[config.mk]
export PLATFORM = sky130hd
export DESIGN_NAME = id_ex_stage
export DESIGN_NICKNAME = d
export VERILOG_FILES = /design/src/rtl/rv32_pkg.sv /design/src/rtl/id_ex_stage_fwd_mux.sv /design/src/rtl/id_ex_stage.sv
export SDC_FILE = /design/constraint.sdc
export NUM_CORES = 1
export LEC_CHECK = 0
export ABC_AREA = 1
export CORE_AREA = 4 4 146 148
export DETAILED_ROUTE_END_ITERATION = 6
export DIE_AREA = 0 0 150 152
export PLACE_DENSITY = 0.87
export SLEW_MARGIN = 0
export SYNTH_ARGS = -nofsm -noshare
export SYNTH_HDL_FRONTEND = slang
export SYNTH_SLANG_ARGS = --single-unit
export TNS_END_PERCENT = 100
[constraint.sdc]
create_clock -name CLK -period 3.7 [get_ports CLK]
set_clock_uncertainty 0.15 [all_clocks]
set_input_delay 0.925 -clock CLK [delete_from_list [all_inputs] [get_ports CLK]]
set_output_delay 0.925 -clock CLK [all_outputs]
set_load 0.05 [all_outputs]
[src/rtl/rv32_pkg.sv]
// rv32_pkg -- constants and types shared by the RV32IM ID/EX stage.
//
// Contents:
//   XLEN, SEL_W, RA_W         datapath / ALU-select / register-index widths
//   ALU_ADD, ALU_SUB, ALU_FWD ALU select codes (5'b11xxx selects FWD)
//   OP1_RS1/OP1_PC            operand-1 source encoding
//   OP2_RS2/OP2_IMM           operand-2 source encoding
//   ex_ctrl_t, CTRL_BUBBLE    EX control bundle and its bubble value
package rv32_pkg;

    localparam int XLEN  = 32;
    localparam int SEL_W = 5;
    localparam int RA_W  = 5;

    localparam logic [SEL_W-1:0] ALU_ADD = 5'b00000;
    localparam logic [SEL_W-1:0] ALU_SUB = 5'b10000;
    localparam logic [SEL_W-1:0] ALU_FWD = 5'b11000;

    localparam logic OP1_RS1 = 1'b0;
    localparam logic OP1_PC  = 1'b1;
    localparam logic OP2_RS2 = 1'b0;
    localparam logic OP2_IMM = 1'b1;

    typedef struct packed {
        logic valid;
        logic reg_write;
        logic mem_read;
        logic mem_write;
    } ex_ctrl_t;

    // A bubble carries no valid bit and no side effects.
    localparam ex_ctrl_t CTRL_BUBBLE = '0;

endpackage

[src/rtl/id_ex_stage_fwd_mux.sv]
// fwd_mux -- priority operand forward select for one source register.
//
// Ports:
//   rs_addr, rf_data                     registered source index and regfile data
//   exmem_rd_addr/_reg_write/_result     producer in MEM (highest priority)
//   memwb_rd_addr/_reg_write/_result     producer in WB
//   fwd_data                             forwarded operand
module fwd_mux #(
    parameter int XLEN = 32,
    parameter int RA_W = 5
) (
    input  logic [RA_W-1:0] rs_addr,
    input  logic [XLEN-1:0] rf_data,
    input  logic [RA_W-1:0] exmem_rd_addr,
    input  logic            exmem_reg_write,
    input  logic [XLEN-1:0] exmem_result,
    input  logic [RA_W-1:0] memwb_rd_addr,
    input  logic            memwb_reg_write,
    input  logic [XLEN-1:0] memwb_result,
    output logic [XLEN-1:0] fwd_data
);
    import rv32_pkg::*;

    always_comb begin
        fwd_data = rf_data;
        // x0 is hard-wired; never take a forwarded value for it.
        if (rs_addr != '0) begin
            if (exmem_reg_write && (exmem_rd_addr == rs_addr)) begin
                fwd_data = exmem_result;
            end else if (memwb_reg_write && (memwb_rd_addr == rs_addr)) begin
                fwd_data = memwb_result;
            end
        end
    end

endmodule

[src/rtl/id_ex_stage.sv]
// id_ex_stage -- ID/EX pipeline register of the RV32IM 5-stage pipeline.
// Captures decoded operands/control, forwards from EX/MEM and MEM/WB, and
// detects load-use hazards (stalls ID and injects a one-cycle EX bubble).
//
// Ports:
//   CLK, RESET           clock (rising edge), synchronous active-high reset
//   id_*                 decoded instruction from ID
//   flush                redirect: the instruction entering EX is killed
//   exmem_*, memwb_*     downstream producers for forwarding
//   alu_data1/2, alu_select   ALU operands and opcode
//   ex_*                 registered instruction state in EX
//   stall_id             hold PC and IF/ID this cycle
//
// Optional feature (macro ID_EX_PERF_CNT_EN): adds saturating 32-bit
// counters perf_bubbles and perf_loaduse as extra outputs.
module id_ex_stage #(
    parameter int XLEN  = 32,
    parameter int SEL_W = 5,
    parameter int RA_W  = 5
) (
    input  logic             CLK,
    input  logic             RESET,
    input  logic             id_valid,
    input  logic [XLEN-1:0]  id_pc,
    input  logic [XLEN-1:0]  id_rs1_data,
    input  logic [XLEN-1:0]  id_rs2_data,
    input  logic [XLEN-1:0]  id_imm,
    input  logic [RA_W-1:0]  id_rs1_addr,
    input  logic [RA_W-1:0]  id_rs2_addr,
    input  logic [RA_W-1:0]  id_rd_addr,
    input  logic [SEL_W-1:0] id_alu_select,
    input  logic             id_op1_sel,
    input  logic             id_op2_sel,
    input  logic             id_reg_write,
    input  logic             id_mem_read,
    input  logic             id_mem_write,
    input  logic             flush,
    input  logic [RA_W-1:0]  exmem_rd_addr,
    input  logic             exmem_reg_write,
    input  logic [XLEN-1:0]  exmem_result,
    input  logic [RA_W-1:0]  memwb_rd_addr,
    input  logic             memwb_reg_write,
    input  logic [XLEN-1:0]  memwb_result,
    output logic [XLEN-1:0]  alu_data1,
    output logic [XLEN-1:0]  alu_data2,
    output logic [SEL_W-1:0] alu_select,
    output logic             ex_valid,
    output logic [XLEN-1:0]  ex_pc,
    output logic [XLEN-1:0]  ex_store_data,
    output logic [RA_W-1:0]  ex_rd_addr,
    output logic             ex_reg_write,
    output logic             ex_mem_read,
    output logic             ex_mem_write,
`ifdef ID_EX_PERF_CNT_EN
    output logic [31:0]      perf_bubbles,
    output logic [31:0]      perf_loaduse,
`endif
    output logic             stall_id
);
    import rv32_pkg::*;

    ex_ctrl_t         ctrl_q, ctrl_d;
    logic [XLEN-1:0]  pc_q, pc_d;
    logic [XLEN-1:0]  rs1_data_q, rs1_data_d;
    logic [XLEN-1:0]  rs2_data_q, rs2_data_d;
    logic [XLEN-1:0]  imm_q, imm_d;
    logic [RA_W-1:0]  rs1_addr_q, rs1_addr_d;
    logic [RA_W-1:0]  rs2_addr_q, rs2_addr_d;
    logic [RA_W-1:0]  rd_addr_q, rd_addr_d;
    logic [SEL_W-1:0] sel_q, sel_d;
    logic             op1_sel_q, op1_sel_d;
    logic             op2_sel_q, op2_sel_d;

    logic             load_use;
    logic             bubble;
    logic [XLEN-1:0]  fwd_rs1, fwd_rs2;

    always_comb begin
        // Conservative: any match on rs1/rs2 stalls, whether or not the
        // instruction in ID actually reads that operand.
        load_use = ctrl_q.valid && ctrl_q.mem_read && (rd_addr_q != '0) && id_valid &&
                   ((rd_addr_q == id_rs1_addr) || (rd_addr_q == id_rs2_addr));
        stall_id = load_use && !flush;
        bubble   = flush || load_use;

        ctrl_d     = CTRL_BUBBLE;
        pc_d       = '0;
        rs1_data_d = '0;
        rs2_data_d = '0;
        imm_d      = '0;
        rs1_addr_d = '0;
        rs2_addr_d = '0;
        rd_addr_d  = '0;
        sel_d      = ALU_ADD;
        op1_sel_d  = OP1_RS1;
        op2_sel_d  = OP2_RS2;
        if (!bubble) begin
            ctrl_d.valid     = id_valid;
            ctrl_d.reg_write = id_reg_write;
            ctrl_d.mem_read  = id_mem_read;
            ctrl_d.mem_write = id_mem_write;
            pc_d       = id_pc;
            rs1_data_d = id_rs1_data;
            rs2_data_d = id_rs2_data;
            imm_d      = id_imm;
            rs1_addr_d = id_rs1_addr;
            rs2_addr_d = id_rs2_addr;
            rd_addr_d  = id_rd_addr;
            sel_d      = id_alu_select;
            op1_sel_d  = id_op1_sel;
            op2_sel_d  = id_op2_sel;
        end
    end

    always_ff @(posedge CLK) begin
        if (RESET) begin
            ctrl_q     <= CTRL_BUBBLE;
            pc_q       <= '0;
            rs1_data_q <= '0;
            rs2_data_q <= '0;
            imm_q      <= '0;
            rs1_addr_q <= '0;
            rs2_addr_q <= '0;
            rd_addr_q  <= '0;
            sel_q      <= ALU_ADD;
            op1_sel_q  <= OP1_RS1;
            op2_sel_q  <= OP2_RS2;
        end else begin
            ctrl_q     <= ctrl_d;
            pc_q       <= pc_d;
            rs1_data_q <= rs1_data_d;
            rs2_data_q <= rs2_data_d;
            imm_q      <= imm_d;
            rs1_addr_q <= rs1_addr_d;
            rs2_addr_q <= rs2_addr_d;
            rd_addr_q  <= rd_addr_d;
            sel_q      <= sel_d;
            op1_sel_q  <= op1_sel_d;
            op2_sel_q  <= op2_sel_d;
        end
    end

    fwd_mux #(.XLEN(XLEN), .RA_W(RA_W)) u_fwd_rs1 (
        .rs_addr        (rs1_addr_q),
        .rf_data        (rs1_data_q),
        .exmem_rd_addr  (exmem_rd_addr),
        .exmem_reg_write(exmem_reg_write),
        .exmem_result   (exmem_result),
        .memwb_rd_addr  (memwb_rd_addr),
        .memwb_reg_write(memwb_reg_write),
        .memwb_result   (memwb_result),
        .fwd_data       (fwd_rs1)
    );

    fwd_mux #(.XLEN(XLEN), .RA_W(RA_W)) u_fwd_rs2 (
        .rs_addr        (rs2_addr_q),
        .rf_data        (rs2_data_q),
        .exmem_rd_addr  (exmem_rd_addr),
        .exmem_reg_write(exmem_reg_write),
        .exmem_result   (exmem_result),
        .memwb_rd_addr  (memwb_rd_addr),
        .memwb_reg_write(memwb_reg_write),
        .memwb_result   (memwb_result),
        .fwd_data       (fwd_rs2)
    );

    assign alu_data1     = (op1_sel_q == OP1_PC)  ? pc_q  : fwd_rs1;
    assign alu_data2     = (op2_sel_q == OP2_IMM) ? imm_q : fwd_rs2;
    assign ex_store_data = fwd_rs2;
    assign alu_select    = sel_q;
    assign ex_valid      = ctrl_q.valid;
    assign ex_pc         = pc_q;
    assign ex_rd_addr    = rd_addr_q;
    assign ex_reg_write  = ctrl_q.reg_write;
    assign ex_mem_read   = ctrl_q.mem_read;
    assign ex_mem_write  = ctrl_q.mem_write;

`ifdef ID_EX_PERF_CNT_EN
    logic [31:0] perf_bubbles_q, perf_bubbles_d;
    logic [31:0] perf_loaduse_q, perf_loaduse_d;

    // Both counters stick at all-ones rather than wrapping.
    always_comb begin
        perf_bubbles_d = perf_bubbles_q;
        perf_loaduse_d = perf_loaduse_q;
        if (bubble && (perf_bubbles_q != '1)) perf_bubbles_d = perf_bubbles_q + 32'd1;
        if (stall_id && (perf_loaduse_q != '1)) perf_loaduse_d = perf_loaduse_q + 32'd1;
    end

    always_ff @(posedge CLK) begin
        if (RESET) begin
            perf_bubbles_q <= '0;
            perf_loaduse_q <= '0;
        end else begin
            perf_bubbles_q <= perf_bubbles_d;
            perf_loaduse_q <= perf_loaduse_d;
        end
    end

    assign perf_bubbles = perf_bubbles_q;
    assign perf_loaduse = perf_loaduse_q;
`endif

endmodule

; Yosys cells after proc, flatten, opt, wreduce, memory -nomap -nowiden
; Index checks and enable logic that the tools add are counted.
[totals]
ff_bits = 154
input_bits = 233
out_inout_bits = 143
word_cells = 44
[op_classes]
n_eq_ne = 6
n_mux = 8
reduce_logical = 16
[ops]
columns = operator, n
row1 = 2-to-1 mux 32 bit, 8
row2 = equality test 5 bit, 6
row3 = nonzero test 5 bit, 3
row4 = logical AND 1 bit, 9
row5 = logical OR 1 bit, 2
row6 = OR reduction 2 bit, 1
row7 = logical NOT 1 bit, 1

; Logic depth before layout (Yosys ltp)
[logic_depth]
ltp_word = 6
depth_mapped = 13
ltp_nobuf = 11

; Modules after synthesis
; A second synthesis with hierarchy kept.
[unflattened]
hier_cells = 1209
area_unflattened_um2 = 8032.7
[by_module_without_submodules]
columns = mod, instances, cells_per_inst, area_per_inst_um2, seq_area_each_um2
row1 = id_ex_stage, 1, 597, 5317.6, 3083.0
row2 = fwd_mux, 2, 306, 1357.6, 0.0

; Worst setup path after synthesis
; No wires, ideal clock.
[synth_timing]
path_type = input port to output port
from = input exmem_rd_addr[2]
to = output alu_data1[0]
arrival_ps = 2471
required_time_ps = 2625
path_slack_ps = 154
path_stages = 11
n_path_buf = 2
path_cell_list = inv_1 nand2_1 nand2_1 nor2_1 nand3_1 buf_4 nand2_2 nand2_4 buf_2 nor2_1 o21ai_1
[synth_via]
elab_chain_cells = 5
[synth_rtl]
columns = element, line_no
row1 = start: declaration, id_ex_stage.sv:38  ; input logic [RA_W-1:0] exmem_rd_addr,
row2 = equality test 5 bit, id_ex_stage_fwd_mux.sv:28  ; if (exmem_reg_write && (exmem_rd_addr == rs_addr)) begin
row3 = logical AND 1 bit, id_ex_stage_fwd_mux.sv:28
row4 = 2-to-1 mux 32 bit, id_ex_stage_fwd_mux.sv:28
row5 = 2-to-1 mux 32 bit, id_ex_stage_fwd_mux.sv:27  ; if (rs_addr != '0) begin
row6 = 2-to-1 mux 32 bit, id_ex_stage.sv:167  ; assign alu_data1 = (op1_sel_q == OP1_PC) ? pc_q : fwd_rs1;
row7 = end: declaration, id_ex_stage.sv:44  ; output logic [XLEN-1:0] alu_data1,
; Every way passes these cells.

; Worst setup path in the final report
[layout_timing]
from = input memwb_rd_addr[4]
to = output alu_data1[1]
[layout_via]
elab_chain_cells = 6
[layout_rtl]
columns = element, line_no
row1 = start: declaration, id_ex_stage.sv:41  ; input logic [RA_W-1:0] memwb_rd_addr,
row2 = equality test 5 bit, id_ex_stage_fwd_mux.sv:30  ; end else if (memwb_reg_write && (memwb_rd_addr == rs_addr)) begin
row3 = logical AND 1 bit, id_ex_stage_fwd_mux.sv:30
row4 = 2-to-1 mux 32 bit, id_ex_stage_fwd_mux.sv:30
row5 = 2-to-1 mux 32 bit, id_ex_stage_fwd_mux.sv:28
row6 = 2-to-1 mux 32 bit, id_ex_stage_fwd_mux.sv:27
row7 = 2-to-1 mux 32 bit, id_ex_stage.sv:167
; Every way passes these cells.

==> flow_summary.yaml <==
placement:
  dp_hpwl_mm: 25.4
  numPortBuffers: 375
  gp_congestion: 0.910
finish:
  layout-drive-gt1-share: 0.161
  finalNetCount: 1884
  final_common_cell: "nand2_1"
  layout_common_cells: "nand2_1, inv_1, clkdlybuf4s50_1"
  area_growth_pct: 80.7
  final_util: 0.692
floorplanning:
  fp.dieArea_um2: 22800
  die_width_um: 150
  start_util: 0.383
  die_h_um: 152
  core_area_um2: 20000
  pin_count: 376
  fp-row-count: 52
synthesis:
  synth_area_per_cell_um2: 6.10
  synth_compound_area_frac: 0.0685
  synth_mux_area_frac: 0
  synth_top_family_by_area: "simple AND/OR/NAND/NOR gates"
  ys_warn_count: 0
  synth_xor_area_frac: 0.00799
  synth_adder_area_share: 0
  syn-num-nets: 1491
  yosysSeqAreaShare: 0.402
  syn-instance-count: 1258
  yosys.area_share.simple: 0.344
  ys_ff_latch: 154
  syn_area_um2: 7670
  synth.lib_cells_used.distinct: 24
worst_setup_path:
  startpoint_type: "primary input"
  cp_data_required_time_ns: 2.62
  arrival_ns: 2.59
  end_kind: "primary output"
  reg2regPathDepth: 8
  cp_max_fo: 5
  crit_type: "primary input to primary output"
sta:
  setup_viol: 0
  slew_viol_final: 0
  fmax_mhz: 273
  rsz0062_at_grt: "true"
  max_slew.worst_pin.slew_ns: 0.543
  setup-tns-final_ns: 0
  maxSlewHeadroom: 0.637
  period_share: 0.991
  finalHoldViolCount: 0
  period_needed_ns: 3.67
clocking:
  cts_max_level: 4
  cts_tree: "yes"
  clk_path_buf_depth: 2
  path_clk_slew_ns: 0.07
  root_buffer: "clkbuf_16"
  insertion_delay_ns: 0.42
  cts_hold_buf: 0
  cts_made_buffers: 17
  clkSinkCount: 154
run_status:
  status: "complete, no violations"
route:
  drtPass1Iterations: 7
  dr_total_vias: 9117
  via_per_inst: 4.71
  drtIter0Drc: 426
  ant_nets: 0
  route.detailed.drc: 0
  wirelength_mm: 32.9
  wl_per_cell_um: 17.0
grt:
  grt_pass1_vias: 9337
  grt_overflow: 0
  antenna_found_initial: 2
  grtUsageTotal: 0.275
  grt_max_degree: 51
  grt_pass1_wl_mm: 48.7
power_and_ir_drop:
  ir_worst_vdd_v: 0.000292
  p_per_area_nw_per_um2: 348
  p_leak_nw: 6.96
job:
  cap_viol_max_count: 0
worst_hold_path:
  hold_path_depth: 5
  hp-class: "register to register"
[critical path, cell delays in order]
cell	delay (ns)
clkdlybuf4s15_1	0.20
inv_1	0.07
nand2_1	0.08
nand2_2	0.07
nor2_4	0.11
nand3_4	0.12
nand2_8	0.10
nand2_8	0.09
buf_12	0.15
nand2_1	0.05
nand2_1	0.07
o21ai_2	0.25
buf_4	0.16
buf_12	0.12
[final timing paths]
| path | from | to | slack [ns] |
|---|---|---|---|
| worst min-delay path | ex_valid$_SDFF_PP0_ | ex_rd_addr[4]$_SDFF_PP0_ | 0.80 |
| worst max register to register | ex_rd_addr[3]$_SDFF_PP0_ | ex_pc[0]$_SDFF_PP0_ | 1.67 |
| worst max-delay path | memwb_rd_addr[4] | alu_data1[1] | 0.03 |
| worst min register to register | ex_valid$_SDFF_PP0_ | ex_rd_addr[4]$_SDFF_PP0_ | 0.80 |
[sequential cells by signal, indices dropped and copies added (netlist names), 5 cells and up]
register	flops
alu_select	5
rs2_data_q	32
rs2_addr_q	5
ex_rd_addr	5
rs1_data_q	32
ex_pc	32
imm_q	32
rs1_addr_q	5
[final cells by class]
class	instances	area, um^2
antenna	1	2.50
clock buffer	18	439
clock inverter	14	134
fill	1490	6170
inverter	275	1030
multi-input combinational	771	3490
sequential	154	3080
tap	270	338
timing repair buffer	432	5340
[metal layers]
metal | vias up | GRT usage | wire length (um)
li1 | 4422 | - | -
met1 | 4104 | 0.273 | 11400
met2 | 474 | 0.488 | 16300
met3 | 117 | 0.0915 | 3100
met4 | 0 | 0.169 | 2030
met5 | - | 0 | 0
[where the power goes]
part           internal, W  switching [W]  total, W
registers          0.00172      0.0000314   0.00176
logic             0.000645       0.000711   0.00136
clock network     0.000958       0.000754   0.00171
[stage by stage]
step / hold slack (ns) / worst slack, ns / area (um^2) / total power [W] / cells
4_1_cts: 0.802 / 0.00797 / 13800 / 0.00484 / 1931
3_3_place_gp: 0.754 / -0.513 / 12800 / 0.00307 / 1884
3_5_place_dp: 0.793 / -0.533 / 12800 / 0.00310 / 1884
6_report: 0.803 / 0.0326 / 13900 / 0.00482 / 1935
2_1_floorplan: 0.887 / 0.154 / 7670 / 0.00238 / 1258
5_1_grt: 0.851 / -0.0323 / 13900 / 0.00500 / 1935
[cell usage after synthesis]
master / instances / area (um^2)
nor4_1: 2 / 12.5
nand2_4: 1 / 11.3
o21ai_0: 71 / 355
buf_2: 22 / 110
and2_1: 32 / 200
buf_1: 6 / 22.5
or2_0: 1 / 6.26
a21oi_1: 3 / 15.0
nor3_1: 2 / 10.0
dfxtp_1: 154 / 3080
xor2_1: 5 / 43.8
nand3_2: 1 / 10.0
o21ai_1: 31 / 155
xnor2_1: 2 / 17.5
nand4_1: 1 / 6.26
nor2_1: 272 / 1020
buf_4: 4 / 30.0
nand2_2: 2 / 12.5
nand3_1: 40 / 200
nand2_1: 304 / 1140
buf_6: 10 / 113
inv_1: 275 / 1030
clkbuf_1: 16 / 60.1
or2_2: 1 / 6.26
[what timing repair did]
item	in CTS	in global routing
gates resized for setup	101	35
gates cloned	4	1
setup buffers	11	2
setup endpoints to repair	96	65
pin swaps	30	20
[cell families after synthesis]
family	after synthesis
DFF	154
buffers and inverters	333
xor gates and xnor gates	7
and+or+nand+nor	659
AOI/OAI and AO/OA	105
Power figures use the tool's default switching activity.
